`src/rtl/base_fifo_ctl_if.sv`:
```
// rtl/base_fifo_ctl_if.sv - valid/ready handshake bundle for base_fifo_ctl
interface base_fifo_ctl_if #(
    parameter int width = 8
);
    logic             i_v;
    logic             i_r;
    logic [width-1:0] i_d;
    logic             o_v;
    logic             o_r;
    logic [width-1:0] o_d;

    // slave is the FIFO's view; master is the producer/consumer side
    modport slave  (input  i_v, i_d, o_r, output i_r, o_v, o_d);
    modport master (output i_v, i_d, o_r, input  i_r, o_v, o_d);
endinterface

```
`src/rtl/base_fifo_ctl.sv`:
```
// rtl/base_fifo_ctl.sv - valid/ready FIFO with count, almost flags and flush
module base_fifo_ctl #(
    parameter int    width      = 8,
    parameter int    DEPTH      = 8,
    parameter int    LOG_DEPTH  = $clog2(DEPTH),
    parameter int    output_reg = 0,
    parameter int    CAP        = DEPTH + 1 + output_reg,
    parameter int    CNT_W      = $clog2(CAP + 1),
    parameter int    AFULL_TH   = DEPTH - 2,
    parameter int    AEMPTY_TH  = 1,
    parameter string ramstyle   = "no_rw_check"
) (
    input  logic             clk,
    input  logic             reset,
    input  logic             flush,
    base_fifo_ctl_if.slave   bus,
    output logic [CNT_W-1:0] count,
    output logic             afull,
    output logic             aempty
);
    if (DEPTH < 2 || AFULL_TH > CAP || AEMPTY_TH >= CAP) begin : g_param_err
        $error("base_fifo_ctl: illegal DEPTH/AFULL_TH/AEMPTY_TH");
    end

    (* ramstyle = ramstyle *) logic [width-1:0] mem [DEPTH];

    logic [LOG_DEPTH-1:0] wr_ptr, rd_ptr, wr_ptr_nx, rd_ptr_nx;
    logic                 ram_full, ram_empty;
    logic                 in_xfer, out_xfer, ram_rd, rd_drain;
    logic                 rd_v;
    logic [width-1:0]     rd_d;
    logic [CNT_W-1:0]     count_nx;

    assign bus.i_r   = ~ram_full & ~flush;
    assign in_xfer   = bus.i_v & bus.i_r;
    assign out_xfer  = bus.o_v & bus.o_r;
    assign ram_rd    = ~ram_empty & (~rd_v | rd_drain);
    assign wr_ptr_nx = (wr_ptr == LOG_DEPTH'(DEPTH - 1)) ? '0 : wr_ptr + 1'b1;
    assign rd_ptr_nx = (rd_ptr == LOG_DEPTH'(DEPTH - 1)) ? '0 : rd_ptr + 1'b1;
    assign count_nx  = count + CNT_W'(in_xfer) - CNT_W'(out_xfer);

    always_ff @(posedge clk) begin
        if (in_xfer) mem[wr_ptr] <= bus.i_d;
    end

    always_ff @(posedge clk) begin
        if (ram_rd) rd_d <= mem[rd_ptr];
    end

    always_ff @(posedge clk) begin
        if (reset || flush) begin
            wr_ptr    <= '0;
            rd_ptr    <= '0;
            ram_full  <= 1'b0;
            ram_empty <= 1'b1;
            rd_v      <= 1'b0;
            count     <= '0;
            afull     <= (AFULL_TH <= 0);
            aempty    <= 1'b1;
        end else begin
            if (in_xfer) wr_ptr <= wr_ptr_nx;
            if (ram_rd)  rd_ptr <= rd_ptr_nx;
            // simultaneous write and read leaves RAM occupancy unchanged
            if (in_xfer && !ram_rd) begin
                ram_empty <= 1'b0;
                ram_full  <= (wr_ptr_nx == rd_ptr);
            end else if (!in_xfer && ram_rd) begin
                ram_full  <= 1'b0;
                ram_empty <= (rd_ptr_nx == wr_ptr);
            end
            if (ram_rd)        rd_v <= 1'b1;
            else if (rd_drain) rd_v <= 1'b0;
            count  <= count_nx;
            afull  <= (count_nx >= CNT_W'(AFULL_TH));
            aempty <= (count_nx <= CNT_W'(AEMPTY_TH));
        end
    end

    if (output_reg != 0) begin : g_oreg
        logic             oq_v;
        logic [width-1:0] oq_d;

        assign rd_drain = rd_v & (~oq_v | out_xfer);
        assign bus.o_v  = oq_v & ~flush;
        assign bus.o_d  = oq_d;

        always_ff @(posedge clk) begin
            if (reset || flush) oq_v <= 1'b0;
            else if (rd_drain)  oq_v <= 1'b1;
            else if (out_xfer)  oq_v <= 1'b0;
        end

        always_ff @(posedge clk) begin
            if (rd_drain) oq_d <= rd_d;
        end
    end else begin : g_direct
        assign rd_drain = out_xfer;
        assign bus.o_v  = rd_v & ~flush;
        assign bus.o_d  = rd_d;
    end
endmodule
```
`src/flat_wrapper.sv`:
```
// flat-port wrapper written by rule: the top's interface ports become plain ports
module base_fifo_ctl_flat 
#(
    parameter int    width      = 8,
    parameter int    DEPTH      = 8,
    parameter int    LOG_DEPTH  = $clog2(DEPTH),
    parameter int    output_reg = 0,
    parameter int    CAP        = DEPTH + 1 + output_reg,
    parameter int    CNT_W      = $clog2(CAP + 1),
    parameter int    AFULL_TH   = DEPTH - 2,
    parameter int    AEMPTY_TH  = 1,
    parameter string ramstyle   = "           "
)
  (clk, reset, flush, count, afull, aempty, bus_i_v, bus_i_d, bus_o_r, bus_i_r, bus_o_v, bus_o_d);
  base_fifo_ctl_if #(.width(width)) bus_i ();
  input  logic clk;
  input  logic reset;
  input  logic flush;
  output logic [CNT_W-1:0] count;
  output logic afull;
  output logic aempty;
  input wire logic [$bits(bus_i.i_v)-1:0] bus_i_v;
  input wire logic [$bits(bus_i.i_d)-1:0] bus_i_d;
  input wire logic [$bits(bus_i.o_r)-1:0] bus_o_r;
  output wire logic [$bits(bus_i.i_r)-1:0] bus_i_r;
  output wire logic [$bits(bus_i.o_v)-1:0] bus_o_v;
  output wire logic [$bits(bus_i.o_d)-1:0] bus_o_d;
  assign bus_i.i_v = bus_i_v;
  assign bus_i.i_d = bus_i_d;
  assign bus_i.o_r = bus_o_r;
  assign bus_i_r = bus_i.i_r;
  assign bus_o_v = bus_i.o_v;
  assign bus_o_d = bus_i.o_d;
  base_fifo_ctl #(.width(width), .DEPTH(DEPTH), .LOG_DEPTH(LOG_DEPTH), .output_reg(output_reg), .CAP(CAP), .CNT_W(CNT_W), .AFULL_TH(AFULL_TH), .AEMPTY_TH(AEMPTY_TH), .ramstyle(ramstyle)) u_core (.clk(clk), .reset(reset), .flush(flush), .bus(bus_i), .count(count), .afull(afull), .aempty(aempty));
endmodule
```
`config.mk`:
```
export PLATFORM = sky130hd
export DESIGN_NAME = base_fifo_ctl_flat
export DESIGN_NICKNAME = d
export VERILOG_FILES = /design/src/rtl/base_fifo_ctl_if.sv /design/src/rtl/base_fifo_ctl.sv /design/src/flat_wrapper.sv
export SDC_FILE = /design/constraint.sdc
export NUM_CORES = 1
export LEC_CHECK = 0
export BUFFER_PORTS_ARGS = -buffer_cell sky130_fd_sc_hd__buf_2
export CAP_MARGIN = 20
export CORE_MARGIN = 8
export CORE_UTILIZATION = 56
export DETAILED_ROUTE_END_ITERATION = 10
export GPL_TIMING_DRIVEN = 0
export PLACE_DENSITY = 0.75
export SYNTH_ARGS = -nofsm -noshare
export SYNTH_HDL_FRONTEND = slang
export SYNTH_SLANG_ARGS = --single-unit
export TNS_END_PERCENT = 20
```
`constraint.sdc`:
```
create_clock -name clk -period 2.5 [get_ports clk]
set_clock_uncertainty 0.15 [all_clocks]
set_input_delay 0 -clock clk [delete_from_list [all_inputs] [get_ports clk]]
set_output_delay 0 -clock clk [all_outputs]
set_load 0.05 [all_outputs]
```
### Word level (Yosys, flattened, before mapping)

Memories as Yosys holds them, arrays and structs flattened. A register that Yosys moved wholly into a read port is not among the register bits.
Cells that the tools add are included.

| word-level totals | value |
|---|---|
| register bits after elaboration | 15 |
| memories kept | 1 |
| memory bits (writable) | 64 |
| output and inout port bits | 16 |
| input port bits | 13 |
| word-level logic and storage cells | 46 |

Memories:

| name | depth | width | read ports | clocked after Yosys merged registers in | wr ports | RTL line | RTL |
|---|---|---|---|---|---|---|---|
| u_core.mem | 8 | 8 | 1 | 1 | 1 | base_fifo_ctl.sv:25 | `(* ramstyle = ramstyle *) logic [width-1:0] mem [DEPTH];` |

| operators by class | value |
|---|---|
| bitwise logic cells | 10 |
| reduce and logical (&&, ||, !) cells | 7 |
| equal/unequal tests | 4 |
| muxes and demuxes | 10 |
| $lt $le $gt $ge | 2 |
| add/sub/neg operators | 4 |

Operator list:

| kind | number |
|---|---|
| two-way mux 1 bit | 8 |
| adder 3 x 1 -> 3 bit, second input constant | 2 |
| equality test 3 bit | 2 |
| equality test 3 bit, second input constant | 2 |
| two-way mux 3 bit | 2 |
| bitwise AND 1 bit | 5 |
| adder 4 x 1 -> 4 bit | 1 |
| >= comparator 4 x 3 -> 1 bit, second input constant | 1 |
| less-or-equal comparator 4 x 1 -> 1 bit, second input constant | 1 |
| inverter 1 bit | 4 |
| nonzero test 2 bit | 2 |
| subtractor 4 x 1 -> 4 bit | 1 |
| logical AND 1 bit | 2 |
| logical NOT 1 bit | 2 |
| logical OR 1 bit | 1 |
| bitwise OR 1 bit | 1 |

### Logic depth before layout (Yosys ltp)

Gate-level depths: netlist of the first run.

| depth | value |
|---|---|
| word-level depth | 8 |
| mapped depth | 9 |
| mapped depth without buffers | 9 |

### Worst setup path after synthesis of the first run

Ideal clock, no wire load.

| path | value |
|---|---|
| kind | flip-flop to flip-flop |
| from | reg u_core.ram_full |
| to | mem u_core.mem[1][0] (enable) |
| period minus slack after synthesis | 2739 ps |
| path buffers | 0 |
| path slack | -239 ps |
| library setup time | 383 ps |
| stages on the path, launching flop included | 6 |
| data arrival time | 2206 ps |
| required time | 1967 ps |
| cell sequence | dfxtp_1 > nor2_1 > nand2_1 > inv_1 > nand2_1 > nor3_1 |

| between the ends | value |
|---|---|
| cells in the longest elaborated chain, start to end | 5 |

RTL lines:

| item | RTL line | RTL |
|---|---|---|
| start: declaration | base_fifo_ctl.sv:28 | `logic ram_full, ram_empty;` |
| start signal: assignment | base_fifo_ctl.sv:66 | `ram_full <= (wr_ptr_nx == rd_ptr);` |
| inverter 1 bit | base_fifo_ctl.sv:34 | `assign bus.i_r = ~ram_full & ~flush;` |
| bitwise AND 1 bit | base_fifo_ctl.sv:34 |  |
| named net bus_i_r | flat_wrapper.sv:25 | `output wire logic [$bits(bus_i.i_r)-1:0] bus_i_r;` |
| bitwise AND 1 bit | base_fifo_ctl.sv:35 | `assign in_xfer = bus.i_v & bus.i_r;` |
| named net u_core.in_xfer | base_fifo_ctl.sv:29 | `logic in_xfer, out_xfer, ram_rd, rd_drain;` |
| two-way mux 1 bit | base_fifo_ctl.sv:43 | `if (in_xfer) mem[wr_ptr] <= bus.i_d;` |
| two-way mux 1 bit (implied by the code) | base_fifo_ctl.sv:43 |  |
| end: declaration | base_fifo_ctl.sv:25 |  |

The timed path passes the listed nets, and every way through them passes these cells.

### Final worst setup path of the first run

| path | value |
|---|---|
| from | in flush |
| to | reg u_core.ram_empty |

| between the ends | value |
|---|---|
| cells in the longest elaborated chain, start to end | 8 |
| elaborated cells on any way between the ends | 14 |
| those cells by class | mux (1); bitwise (7); reduce/logical (6) |

RTL lines:

| item | RTL line | RTL |
|---|---|---|
| start: declaration | flat_wrapper.sv:18 | `input logic flush;` |
| inverter 1 bit (*) | base_fifo_ctl.sv:98 | `assign bus.o_v = rd_v & ~flush;` |
| bitwise AND 1 bit (*) | base_fifo_ctl.sv:98 |  |
| bitwise AND 1 bit (*) | base_fifo_ctl.sv:36 | `assign out_xfer = bus.o_v & bus.o_r;` |
| bitwise OR 1 bit (*) | base_fifo_ctl.sv:37 | `assign ram_rd = ~ram_empty & (~rd_v \| rd_drain);` |
| bitwise AND 1 bit (*) | base_fifo_ctl.sv:37 |  |
| named net u_core.ram_rd | base_fifo_ctl.sv:29 |  |
| logical NOT 1 bit | base_fifo_ctl.sv:64 | `if (in_xfer && !ram_rd) begin` |
| logical AND 1 bit | base_fifo_ctl.sv:64 |  |
| two-way mux 1 bit or nonzero test 2 bit (tied branches) | -- |  |
| end signal: assignment | base_fifo_ctl.sv:69 | `ram_empty <= (rd_ptr_nx == wr_ptr);` |
| end: declaration | base_fifo_ctl.sv:28 |  |

The timed path passes the listed nets; every way through them passes the cells marked *.
A chain may end at the register's enable or synchronous reset.

==> results of run 1 <==
## through the flow
stage | setup slack [ns] | TNS [ns]
after floorplan | 0.0479 | 0
after global placement | -0.303 | -3.99
after CTS | 0.133 | 0
final | 0.160 | 0
after global routing | 0.0333 | 0
after detailed placement | 0.148 | 0
## area by class of cell
class	instances	area (µm²)
tap	77	96.3
inverter	7	26.3
multi-input combinational	97	1050
clock buffer	9	124
sequential	87	2460
fill	454	2080
buffer	7	53.8
clock inverter	7	95.1
timing repair buffer	44	288
## registers in the layout (all words and copies together), names as in the netlist
| name | cells |
|---|---|
| u_core.aempty | 1 |
| u_core.afull | 1 |
| u_core.bus.o_d | 8 |
| u_core.count | 4 |
| u_core.mem | 64 |
| u_core.ram_empty | 1 |
| u_core.ram_full | 1 |
| u_core.rd_ptr | 3 |
| u_core.rd_v | 1 |
| u_core.wr_ptr | 3 |
## Yosys cell counts, types with 4 or more instances
library cell,instances
sky130_fd_sc_hd__dfxtp_1,15
sky130_fd_sc_hd__nand2b_1,4
sky130_fd_sc_hd__inv_1,7
sky130_fd_sc_hd__ha_1,9
sky130_fd_sc_hd__a21oi_1,4
sky130_fd_sc_hd__edfxtp_1,72
sky130_fd_sc_hd__and2_1,4
sky130_fd_sc_hd__mux2i_1,5
sky130_fd_sc_hd__mux4_2,7
sky130_fd_sc_hd__mux2_4,7
sky130_fd_sc_hd__mux4_1,9
sky130_fd_sc_hd__nor2_1,14
sky130_fd_sc_hd__nand2_1,6
sky130_fd_sc_hd__xor2_1,6
sky130_fd_sc_hd__nor3_1,4
## worst paths after layout
path                    from               end  slack [ns]  depth (start not counted)
min               bus_i_d[3]  u_core.mem[6][3]        0.30                          2
max reg2reg  u_core.ram_full  u_core.mem[5][5]        0.18                          5
max                    flush  u_core.ram_empty        0.16                          8
min reg2reg  u_core.ram_full   u_core.ram_full        0.33                          2
## power by group through the flow
stage          Clock (mW)  Sequential (mW)  Combinational, mW
5_1_grt              1.14             1.59              0.164
3_3_place_gp            0             1.62              0.132
4_1_cts              1.08             1.59              0.154
6_report             1.07             1.59              0.153
3_5_place_dp            0             1.62              0.138
2_1_floorplan           0             1.64             0.0673
## worst max-delay path: cells and delay by family
family                   cells  cell delay [ns]
buffers and inverters        3             0.78
AO/OA/AOI/OAI                2             0.85
adder cells (fa/ha/maj)      1             0.37
AND/OR/NAND/NOR              2             0.48
## routing by layer
metal,global-route usage (%),vias to the layer above,routed length [µm]
met4,7.04,0,136
met2,24.1,43,3100
li1,-,877,-
met3,4.21,12,301
met1,18.8,900,2880
met5,0,-,0
## placed cells by master, fill, tap and decap left out, drive strengths merged, types with 2 or more instances in the layout
cell         netlist  layout
a21oi              5       5
nor2              14      14
xor2               6       6
mux2i              5       5
mux4              16      16
buf                5      36
nand2              6       6
nand2b             4       4
edfxtp            72      72
nor2b              3       3
clkbuf             2      11
dlygate4sd3        0      13
xnor2              3       3
inv                7       8
mux2               8       8
clkinvlp           0       2
nor3               4       4
a21o               2       2
clkinv             0       2
and2               4       4
bufinv             0       2
ha                 9       9
nor4               2       2
dfxtp             15      15
## repair_timing
item	in CTS	in global routing
setup endpoints to repair	0	8
hold endpoints to repair	71	0
resized for setup	0	1
hold buffers	13	0
## cells by family after synthesis
logic type	count (synthesis)
simple gates	40
compound gates	9
buf+inv	14
mux	29
xor+xnor	9
flops	87
fa+ha+maj	10
==> tab_implementation.tex, run 1 <==
\begin{tabular}{lr}
\hline
Metric & Value \\
\hline
\multicolumn{2}{l}{\textbf{Clock network}} \\
\quad Number of clock sinks & 87 \\
\quad CTS tree & built \\
\quad Total number of H-tree levels & 3 \\
\quad Clock Tree Buf Depth & 2 \\
\quad Clock Tree Root & sky130\_fd\_sc\_hd\_\_clkbuf\_8 \\
\quad Clock insertion delay at the later pin of the skew report & 0.36 ns \\
\quad Clock-pin transition on the worst setup and hold timing paths & about 0.08 ns \\
\quad Post-CTS setup buffer count & 0 \\
\quad Total CTS buffers & 9 \\
\multicolumn{2}{l}{\textbf{Synthesis}} \\
\quad Adder and majority cell fraction of the synthesized area & 3.71\% \\
\quad Number of enable-type register cells in the synthesized netlist & 72 \\
\quad Post-Syn Nets & 221 \\
\quad Share of the synthesized area in the top cell type & 60.5\% \\
\quad Sequential fraction of the synthesis area & 68.9\% \\
\quad Post-synthesis cell type with the largest combined area & sky130\_fd\_sc\_hd\_\_edfxtp\_1 \\
\quad Top cells by area, synth & sky130\_fd\_sc\_hd\_\_edfxtp\_1, sky130\_fd\_sc\_hd\_\_dfxtp\_1, sky130\_fd\_sc\_hd\_\_mux4\_1 \\
\quad Yosys warns & 0 \\
\quad Dominant combinational cell family by area after synthesis & multiplexers \\
\quad Count of state elements after synthesis & 87 \\
\quad Complex-gate fraction of the synthesized area & $\sim$1.7\% \\
\quad Top FF cell, synth & sky130\_fd\_sc\_hd\_\_edfxtp\_1 \\
\quad Simple-gate portion of the synthesized area & 5.50\% \\
\quad Post-synthesis instance area & 0.00357 mm² \\
\quad Fraction of synthesized cell area in xor and xnor cells & roughly 2.2\% \\
\quad Mean area per synthesized cell & 18.0 µm² \\
\quad Fraction of synthesis flops using an asynchronous set or reset pin & 0\% \\
\quad Number of cells produced by synthesis & 198 \\
\quad Post-synthesis cell type count & 31 \\
\quad Portion of netlist area occupied by mux cells & approximately 16\% \\
\multicolumn{2}{l}{\textbf{GRT}} \\
\quad Global-route usage over all layers & between 15 and 20\% \\
\quad GR Overflow Total & 0 \\
\quad Initial antenna violation count & 0 \\
\quad Maximum number of pins on one net before global-route repair & 16 \\
\quad Vias in the first global route & 1919 \\
\quad Wire length of the first global-routing pass & 9890 µm \\
\multicolumn{2}{l}{\textbf{Worst setup path}} \\
\quad Highest cell delay on the worst timing path & between 0.6 and 0.7 ns \\
\quad Worst-path maximum fanout & 12 \\
\quad Worst endpoint data arrival time & about 2.5 ns \\
\quad Type of the worst setup path & input pin to register \\
\quad Cell with the largest stage delay on the worst path & sky130\_fd\_sc\_hd\_\_a21oi\_2 \\
\quad Critical Path Source Type & input pin \\
\quad Category of the worst setup path capture point & register \\
\quad Sequence of cells on the critical path & dlygate4sd3\_1 > buf\_2 > nand2b\_1 > a21oi\_2 > inv\_1 > ha\_1 > nor4\_1 > a221o\_1 \\
\quad Data required time of the critical path & 2.65 ns \\
\multicolumn{2}{l}{\textbf{STA}} \\
\quad Period utilization & $\sim$94\% \\
\quad Top achievable clock speed & 427 MHz \\
\quad Final critical delay including setup and external delays & 2.34 ns \\
\quad Number of failing hold endpoints at the final stage & 0 \\
\quad Measured slew at the worst slew-check pin & 0.897 ns \\
\quad Relative slew slack & 40.0\% \\
\quad Final setup viols & 0 \\
\quad RSZ-0062 raised after global routing & no \\
\quad Final worst hold slack & 0.296 ns \\
\quad Fin. max-slew vios & 0 \\
\multicolumn{2}{l}{\textbf{Layout}} \\
\quad Core Util, Final & 66.9\% \\
\quad Fraction of layout instances using a drive strength above 1 & 28.7\% \\
\quad Non-Filler Instances & between 300 and 400 \\
\quad Post-layout net count & roughly 280 \\
\quad Synth-to-layout area growth & 17.5\% \\
\quad Antenna diode count & 0 \\
\quad Final design instance area without fill & 0.00420 mm² \\
\multicolumn{2}{l}{\textbf{Power and ir drop}} \\
\quad Overall power consumption & 2.81 mW \\
\quad Standby leakage power & approximately 1.5 nW \\
\quad Internal power consumption & 2.21 mW \\
\quad Power per unit of standard cell area & 669 mW/mm² \\
\quad Worst voltage drop across the vdd grid & 0.492 mV \\
\quad Switching fraction of total power & 21.3\% \\
\quad Sequential share of power & 56.5\% \\
\quad Gate power share & 5.4\% \\
\quad Share of power burned in the clock network & 38.0\% \\
\quad Switching power of the nets & 0.599 mW \\
\multicolumn{2}{l}{\textbf{Place}} \\
\quad Placed insts & 306 \\
\quad Area after detailed placement & approximately 0.0038 mm² \\
\quad Port-buffer cells & 28 \\
\quad Final GP Congestion & 0.747 \\
\quad Placed wire-length estimate & 4180 µm \\
\multicolumn{2}{l}{\textbf{Detailed routing}} \\
\quad Number of nets still failing antenna checks after routing & 0 \\
\quad Total detailed-routing wirelength & 6410 µm \\
\quad Detailed-router iteration count before antenna repair & 4 \\
\quad Remaining DRCs & 0 \\
\quad Average via count per standard cell & 5.47 \\
\quad DRC marker count from the first detailed-route iteration & 73 \\
\quad DR vias & 1832 \\
\quad Detailed-route wire length per cell & 19.1 µm \\
\multicolumn{2}{l}{\textbf{Run status}} \\
\quad Outcome & finished clean \\
\multicolumn{2}{l}{\textbf{Floorplanning}} \\
\quad Initial Util & 56.9\% \\
\quad Die Y-Extent & 95.9 µm \\
\quad Number of placement rows & 29 \\
\quad Floorplan Core Area & 0.00628 mm² \\
\quad Total Die Area & 0.00919 mm² \\
\quad Horizontal extent of the die & between 90 and 100 µm \\
\quad I/O Pins & 29 \\
\multicolumn{2}{l}{\textbf{Worst hold path}} \\
\quad HP Class & input pin to register \\
\multicolumn{2}{l}{\textbf{Flow run}} \\
\quad Maximum capacitance violations & 0 \\
\hline
\end{tabular}
Power figures use the tool's default switching activity.
==> run 2: changes to the inputs <==
--- a/config.mk
+++ b/config.mk
@@ -9,3 +9,3 @@
 export CAP_MARGIN = 20
-export CORE_MARGIN = 8
+export CORE_MARGIN = 3
 export CORE_UTILIZATION = 56
--- a/constraint.sdc
+++ b/constraint.sdc
@@ -4,2 +4,2 @@
 set_output_delay 0 -clock clk [all_outputs]
-set_load 0.05 [all_outputs]
+set_load 0.1 [all_outputs]
==> run 2 against run 1 <==
Critical path depth decreased by 1. Final area down 0.42%. Non-clock buffer count shrank 1. Final cell count shrank 0.90%. Total power fell by 3.7%. Routed wire length rose by 1.2%. Setup slack worse by 0.0016 ns. Worst hold slack gained 0.0010 ns. Fmax about the same. Die area decreased by 20%. Critical path type unchanged. Highest routed layer unchanged.
==> tab_implementation.tex, run 2 (same netlist as run 1, synthesis figures left out) <==
\begin{tabular}{lr}
\hline
Metric & Value \\
\hline
\multicolumn{2}{l}{\textbf{Power and ir drop}} \\
\quad Power per unit of standard cell area & 647 mW/mm² \\
\quad Overall power consumption & 2.71 mW \\
\quad Worst voltage drop across the vdd grid & 0.483 mV \\
\quad Standby leakage power & $\sim$1.5 nW \\
\multicolumn{2}{l}{\textbf{Layout}} \\
\quad Post-layout net count & 275 \\
\quad Antenna diode count & 0 \\
\quad Fraction of layout instances using a drive strength above 1 & 27.6\% \\
\quad Number of flip-flops under the largest register name & 64 \\
\quad Final design instance area without fill & 0.00418 mm² \\
\quad Top library cells by usage in the layout, fill and taps aside & sky130\_fd\_sc\_hd\_\_edfxtp\_1, sky130\_fd\_sc\_hd\_\_buf\_2, sky130\_fd\_sc\_hd\_\_dfxtp\_1, sky130\_fd\_sc\_hd\_\_nor2\_1, sky130\_fd\_sc\_hd\_\_dlygate4sd3\_1 \\
\quad Largest reg by FF count & u\_core.mem \\
\quad Most frequent standard cell in the layout excluding fill and tap cells & sky130\_fd\_sc\_hd\_\_edfxtp\_1 \\
\quad Synth-to-layout area growth & 17.1\% \\
\multicolumn{2}{l}{\textbf{Worst setup path}} \\
\quad Critical Path Source Type & input pin \\
\quad Worst-path maximum fanout & 8 \\
\quad Data required time of the critical path & 2.33 ns \\
\quad Cell with the largest stage delay on the worst path & sky130\_fd\_sc\_hd\_\_nor2\_1 \\
\quad Highest cell delay on the worst timing path & between 0.7 and 0.8 ns \\
\quad Sequence of cells on the critical path & dlygate4sd3\_1 > buf\_2 > nor2\_4 > nand2\_1 > inv\_1 > nand2\_1 > nor2\_1 \\
\quad Cell with the most instances on the worst path & sky130\_fd\_sc\_hd\_\_nand2\_1 \\
\quad Worst endpoint data arrival time & 2.17 ns \\
\quad Category of the worst setup path capture point & register \\
\quad Type of the worst setup path & input pin to register \\
\multicolumn{2}{l}{\textbf{Floorplanning}} \\
\quad Die Y-Extent & 85.9 µm \\
\quad Total Die Area & 0.00737 mm² \\
\quad Number of placement rows & 28 \\
\quad Initial Util & 58.9\% \\
\quad I/O Pins & 29 \\
\quad Horizontal extent of the die & 85.9 µm \\
\quad Floorplan Core Area & 0.00606 mm² \\
\multicolumn{2}{l}{\textbf{GRT}} \\
\quad Maximum number of pins on one net before global-route repair & 15 \\
\quad Vias in the first global route & 1905 \\
\quad GR Overflow Total & 0 \\
\quad Global-route usage over all layers & approximately a fifth \\
\quad Initial antenna violation count & 0 \\
\quad Wire length of the first global-routing pass & 10300 µm \\
\multicolumn{2}{l}{\textbf{Detailed routing}} \\
\quad Total detailed-routing wirelength & 6490 µm \\
\quad DRC marker count from the first detailed-route iteration & roughly 130 \\
\quad Remaining DRCs & 0 \\
\quad DR vias & between 1500 and 2000 \\
\quad Average via count per standard cell & between 5 and 6 \\
\quad Detailed-router iteration count before antenna repair & 4 \\
\quad Number of nets still failing antenna checks after routing & 0 \\
\quad Detailed-route wire length per cell & 19.5 µm \\
\multicolumn{2}{l}{\textbf{Place}} \\
\quad Area after detailed placement & a little under 0.004 mm² \\
\quad Worst slack at placement & 0.167 ns \\
\quad Placed wire-length estimate & approximately 4100 µm \\
\quad Port-buffer cells & 28 \\
\quad Final GP Congestion & 0.722 \\
\multicolumn{2}{l}{\textbf{STA}} \\
\quad RSZ-0062 raised after global routing & no \\
\quad Fin. max-slew vios & 0 \\
\quad Measured slew at the worst slew-check pin & 0.952 ns \\
\quad Period utilization & a little over nine tenths \\
\quad Minimum setup slack in the final design & 0.158 ns \\
\quad Final critical delay including setup and external delays & about 2.3 ns \\
\quad Final setup viols & 0 \\
\quad Number of failing hold endpoints at the final stage & 0 \\
\quad Total Neg Setup Slack & 0 ns \\
\quad Top achievable clock speed & approximately 430 MHz \\
\quad Relative slew slack & 36.3\% \\
\multicolumn{2}{l}{\textbf{Clock network}} \\
\quad CTS tree & built \\
\quad Clock Tree Buf Depth & 2 \\
\quad Post-CTS setup buffer count & 0 \\
\quad Total number of H-tree levels & 3 \\
\quad Total CTS buffers & 9 \\
\quad Number of clock sinks & between 80 and 90 \\
\quad Clock insertion delay at the later pin of the skew report & 0.35 ns \\
\quad Clock Tree Root & sky130\_fd\_sc\_hd\_\_clkbuf\_8 \\
\quad Clock-pin transition on the worst setup and hold timing paths & roughly 0.080 ns \\
\multicolumn{2}{l}{\textbf{Run status}} \\
\quad Outcome & finished clean \\
\multicolumn{2}{l}{\textbf{Worst hold path}} \\
\quad HP Class & input pin to register \\
\multicolumn{2}{l}{\textbf{Flow run}} \\
\quad Maximum capacitance violations & 0 \\
\hline
\end{tabular}
-- run 2: critical path, delay by kind of cell --
family                 cells  cell delay [ns]
and+or+nand+nor            4             1.20
buffers and inverters      3             0.97
-- run 2: cell type report --
cell class,instances,area (µm²)
clock inverter,7,61.3
clock buffer,9,124
sequential,87,2460
buffer,7,53.8
tap,75,93.8
inverter,7,26.3
multi-input combinational,97,1070
fill,389,1880
timing repair buffer,43,285
-- run 2: power breakdown --
part / switching, mW / internal [mW]
logic: 0.119 / 0.0649
registers: 0.00572 / 1.58
clock network: 0.481 / 0.452
total: 0.606 / 2.10
-- run 2: path summary, 6_finish.rpt --
path	startpoint	endpoint	slack, ns	cells past startpoint
max	flush	u_core.mem[3][2]	0.16	7
min	bus_i_d[4]	u_core.mem[2][4]	0.30	2
max reg2reg	u_core.ram_full	u_core.mem[3][2]	0.17	5
min reg2reg	u_core.ram_full	u_core.ram_full	0.36	2
-- run 2: timing repair --
item,CTS,global route
resized for setup,0,1
hold endpoints to repair,71,0
setup endpoints to repair,0,1
hold buffers,13,0
-- run 2: stage by stage --
stage	utilization, %	std cells	hold slack (ns)
2_1_floorplan	-	198	-0.0522
3_3_place_gp	63.2	301	0.113
3_5_place_dp	63.7	303	0.124
4_1_cts	68.9	332	0.283
5_1_grt	69.0	332	0.304
6_report	69.0	332	0.297
-- run 2: per-layer routing --
layer	GRT usage, %	wire [µm]	vias to the layer above
li1	-	-	874
met1	28.2	2990	938
met2	29.4	3170	38
met3	4.42	227	11
met4	7.48	98	0
met5	0	0	-
==> run 3: changes to the inputs <==
Settings changed: CORE_UTILIZATION 56 to 30, PLACE_DENSITY 0.75 to default, SLEW_MARGIN from default to 10.
==> run 3 against run 2 <==
Critical path depth did not move. Register-to-register slack about the same. Clock power grew 34%. Non-clock buffer count fell by 1. Global-route usage decreased by 9.3 points. Sequential power about the same. Setup slack hardly changed. Clock-buffer cell count grew 1. Die area is 80% higher. Largest cell class unchanged. Largest power group unchanged. Highest routed layer unchanged.
==> tab_implementation.tex, run 3 (same netlist as run 1, synthesis figures left out) <==
\begin{tabular}{lr}
\hline
Metric & Value \\
\hline
\multicolumn{2}{l}{\textbf{Run status}} \\
\quad Outcome & finished clean \\
\multicolumn{2}{l}{\textbf{STA}} \\
\quad Total Neg Setup Slack & 0 ns \\
\quad Number of failing hold endpoints at the final stage & 0 \\
\quad Fin. max-slew vios & 0 \\
\quad Final critical delay including setup and external delays & 2.34 ns \\
\quad Minimum setup slack in the final design & $\sim$0.16 ns \\
\quad Measured slew at the worst slew-check pin & between 0.8 and 0.9 ns \\
\quad RSZ-0062 raised after global routing & yes \\
\quad Relative slew slack & 43.5\% \\
\quad Final setup viols & 0 \\
\quad Period utilization & 93.7\% \\
\quad Top achievable clock speed & between 400 and 500 MHz \\
\multicolumn{2}{l}{\textbf{Power and ir drop}} \\
\quad Gate power share & around 6.0\% \\
\quad Internal power consumption & between 2 and 2.5 mW \\
\quad Share of power burned in the clock network & 41.3\% \\
\quad Switching fraction of total power & 22.5\% \\
\quad Power per unit of standard cell area & 692 mW/mm² \\
\quad Switching power of the nets & 0.680 mW \\
\quad Standby leakage power & 1.53 nW \\
\quad Sequential share of power & a little over half \\
\quad Overall power consumption & roughly 3.0 mW \\
\quad Worst voltage drop across the vdd grid & 0.294 mV \\
\multicolumn{2}{l}{\textbf{Worst setup path}} \\
\quad Critical path startpoint & flush \\
\quad Critical Path Source Type & input pin \\
\quad Category of the worst setup path capture point & register \\
\quad Cell type group with the largest total delay on the critical path & simple AND/OR/NAND/NOR gates \\
\quad Sequence of cells on the critical path & dlygate4sd3\_1 > buf\_2 > nor2\_4 > nand2\_1 > inv\_1 > nand2\_1 > nor3\_2 \\
\quad Cell with the most instances on the worst path & sky130\_fd\_sc\_hd\_\_nand2\_1 \\
\quad Reg2reg start & u\_core.ram\_full \\
\quad Data required time of the critical path & 2.31 ns \\
\quad Type of the worst setup path & input pin to register \\
\quad Highest cell delay on the worst timing path & 0.69 ns \\
\quad Worst-path maximum fanout & 8 \\
\quad Critical path buffers and inverters & 3 \\
\quad Worst endpoint data arrival time & 2.15 ns \\
\quad Cell with the largest stage delay on the worst path & sky130\_fd\_sc\_hd\_\_nor3\_2 \\
\multicolumn{2}{l}{\textbf{Layout}} \\
\quad Post-layout net count & 274 \\
\quad Sequential cell area & 0.00246 mm² \\
\quad Combined area of the multi-input logic cells & 0.00108 mm² \\
\quad Fill count & 1070 \\
\quad Number of flip-flops under the largest register name & 64 \\
\quad Largest reg by FF count & u\_core.mem \\
\quad Most frequent standard cell in the layout excluding fill and tap cells & sky130\_fd\_sc\_hd\_\_edfxtp\_1 \\
\quad Synth-to-layout area growth & 22.1\% \\
\quad Antenna diode count & 0 \\
\quad Fraction of layout instances using a drive strength above 1 & 30.1\% \\
\quad Top library cells by usage in the layout, fill and taps aside & sky130\_fd\_sc\_hd\_\_edfxtp\_1, sky130\_fd\_sc\_hd\_\_buf\_2, sky130\_fd\_sc\_hd\_\_dfxtp\_1, sky130\_fd\_sc\_hd\_\_dlygate4sd3\_1, sky130\_fd\_sc\_hd\_\_nor2\_1 \\
\quad Final design instance area without fill & 0.00436 mm² \\
\multicolumn{2}{l}{\textbf{Place}} \\
\quad Port-buffer cells & 28 \\
\quad Final GP Congestion & 0.692 \\
\quad Placed wire-length estimate & 4140 µm \\
\quad Worst slack at placement & 0.120 ns \\
\quad Area after detailed placement & 0.00394 mm² \\
\multicolumn{2}{l}{\textbf{Detailed routing}} \\
\quad DRC marker count from the first detailed-route iteration & 62 \\
\quad Remaining DRCs & 0 \\
\quad Total detailed-routing wirelength & 6290 µm \\
\quad Average via count per standard cell & 4.57 \\
\quad DR vias & 1823 \\
\quad Detailed-router iteration count before antenna repair & 4 \\
\quad Detailed-route wire length per cell & 15.8 µm \\
\quad Number of nets still failing antenna checks after routing & 0 \\
\multicolumn{2}{l}{\textbf{Floorplanning}} \\
\quad Total Die Area & about 0.013 mm² \\
\quad I/O Pins & 29 \\
\quad Die Y-Extent & 115 µm \\
\quad Horizontal extent of the die & 115 µm \\
\quad Number of placement rows & 39 \\
\quad Floorplan Core Area & 0.0115 mm² \\
\quad Initial Util & 31.0\% \\
\multicolumn{2}{l}{\textbf{Clock network}} \\
\quad Clock insertion delay at the later pin of the skew report & 0.33 ns \\
\quad Post-CTS setup buffer count & 0 \\
\quad Clock Tree Buf Depth & 2 \\
\quad Total number of H-tree levels & 3 \\
\quad CTS tree & built \\
\quad Clock Tree Root & sky130\_fd\_sc\_hd\_\_clkbuf\_16 \\
\quad Clock-pin transition on the worst setup and hold timing paths & approximately 0.060 ns \\
\quad Number of clock sinks & between 80 and 90 \\
\quad Total CTS buffers & 9 \\
\multicolumn{2}{l}{\textbf{Worst hold path}} \\
\quad HP Class & input pin to register \\
\quad Min-Delay Startpoint & bus\_i\_d[7] \\
\multicolumn{2}{l}{\textbf{GRT}} \\
\quad Wire length of the first global-routing pass & 9860 µm \\
\quad Initial antenna violation count & 0 \\
\quad GR Overflow Total & 0 \\
\quad Global-route usage over all layers & 10.2\% \\
\quad Vias in the first global route & 1786 \\
\quad Maximum number of pins on one net before global-route repair & 17 \\
\multicolumn{2}{l}{\textbf{Flow run}} \\
\quad Maximum capacitance violations & 0 \\
\hline
\end{tabular}
==> run 3: area by class of cell <==
cell class	count	share of cell area, %
plain buffers	7	1.23
clock buffers	10	5.25
clock inverters	6	1.21
inverters	7	0.603
multi-input cells	97	24.7
flip-flops and latches	87	56.5
well taps	143	4.10
repair buffers	42	6.37
==> run 3: routing by layer <==
layer | vias up | global-route usage [%] | share of wire, %
li1 | 872 | - | -
met1 | 904 | 13.7 | 45
met3 | 11 | 2.68 | 4.6
met5 | - | 0 | 0
met2 | 36 | 15.7 | 49
met4 | 0 | 4.23 | 1.4
==> run 3: power groups by stage <==
stage	sequential, mW	clock, mW	combinational, mW
after floorplan	1.67	0	0.0719
after global placement	1.62	0	0.163
after detailed placement	1.62	0	0.169
after CTS	1.59	1.28	0.185
after global routing	1.59	1.34	0.195
final	1.59	1.25	0.182
==> run 3: path summary, 6_finish.rpt <==
kind | endpoint | slack [ns] | depth (start not counted)
setup reg to reg | u_core.mem[1][3] | 0.18 | 5
hold reg to reg | u_core.rd_v | 0.33 | 1
hold / removal | u_core.mem[1][7] | 0.32 | 2
setup / recovery | u_core.mem[1][3] | 0.16 | 7
==> run 3: timing repair <==
item	CTS	global route
endpoints found under the hold margin	71	0
gates resized for setup	0	3
hold buffers	13	0
setup endpoints to repair	0	14
==> run 3: worst register-to-register path, stage by stage (launching register included) <==
cell                      delay, ns
sky130_fd_sc_hd__dfxtp_1       0.34
sky130_fd_sc_hd__nor2_4        0.11
sky130_fd_sc_hd__nand2_1       0.18
sky130_fd_sc_hd__inv_1         0.27
sky130_fd_sc_hd__nand2_1       0.20
sky130_fd_sc_hd__nor3_2        0.69
==> run 3: through the flow <==
step | hold WS [ns] | instances | utilization [%]
CTS | 0.312 | 399 | 37.8
finish | 0.318 | 399 | 37.9
detailed placement | 0.129 | 370 | 34.2
floorplan | -0.0522 | 198 | -
global placement | 0.119 | 369 | 34.0
global route | 0.331 | 399 | 37.9
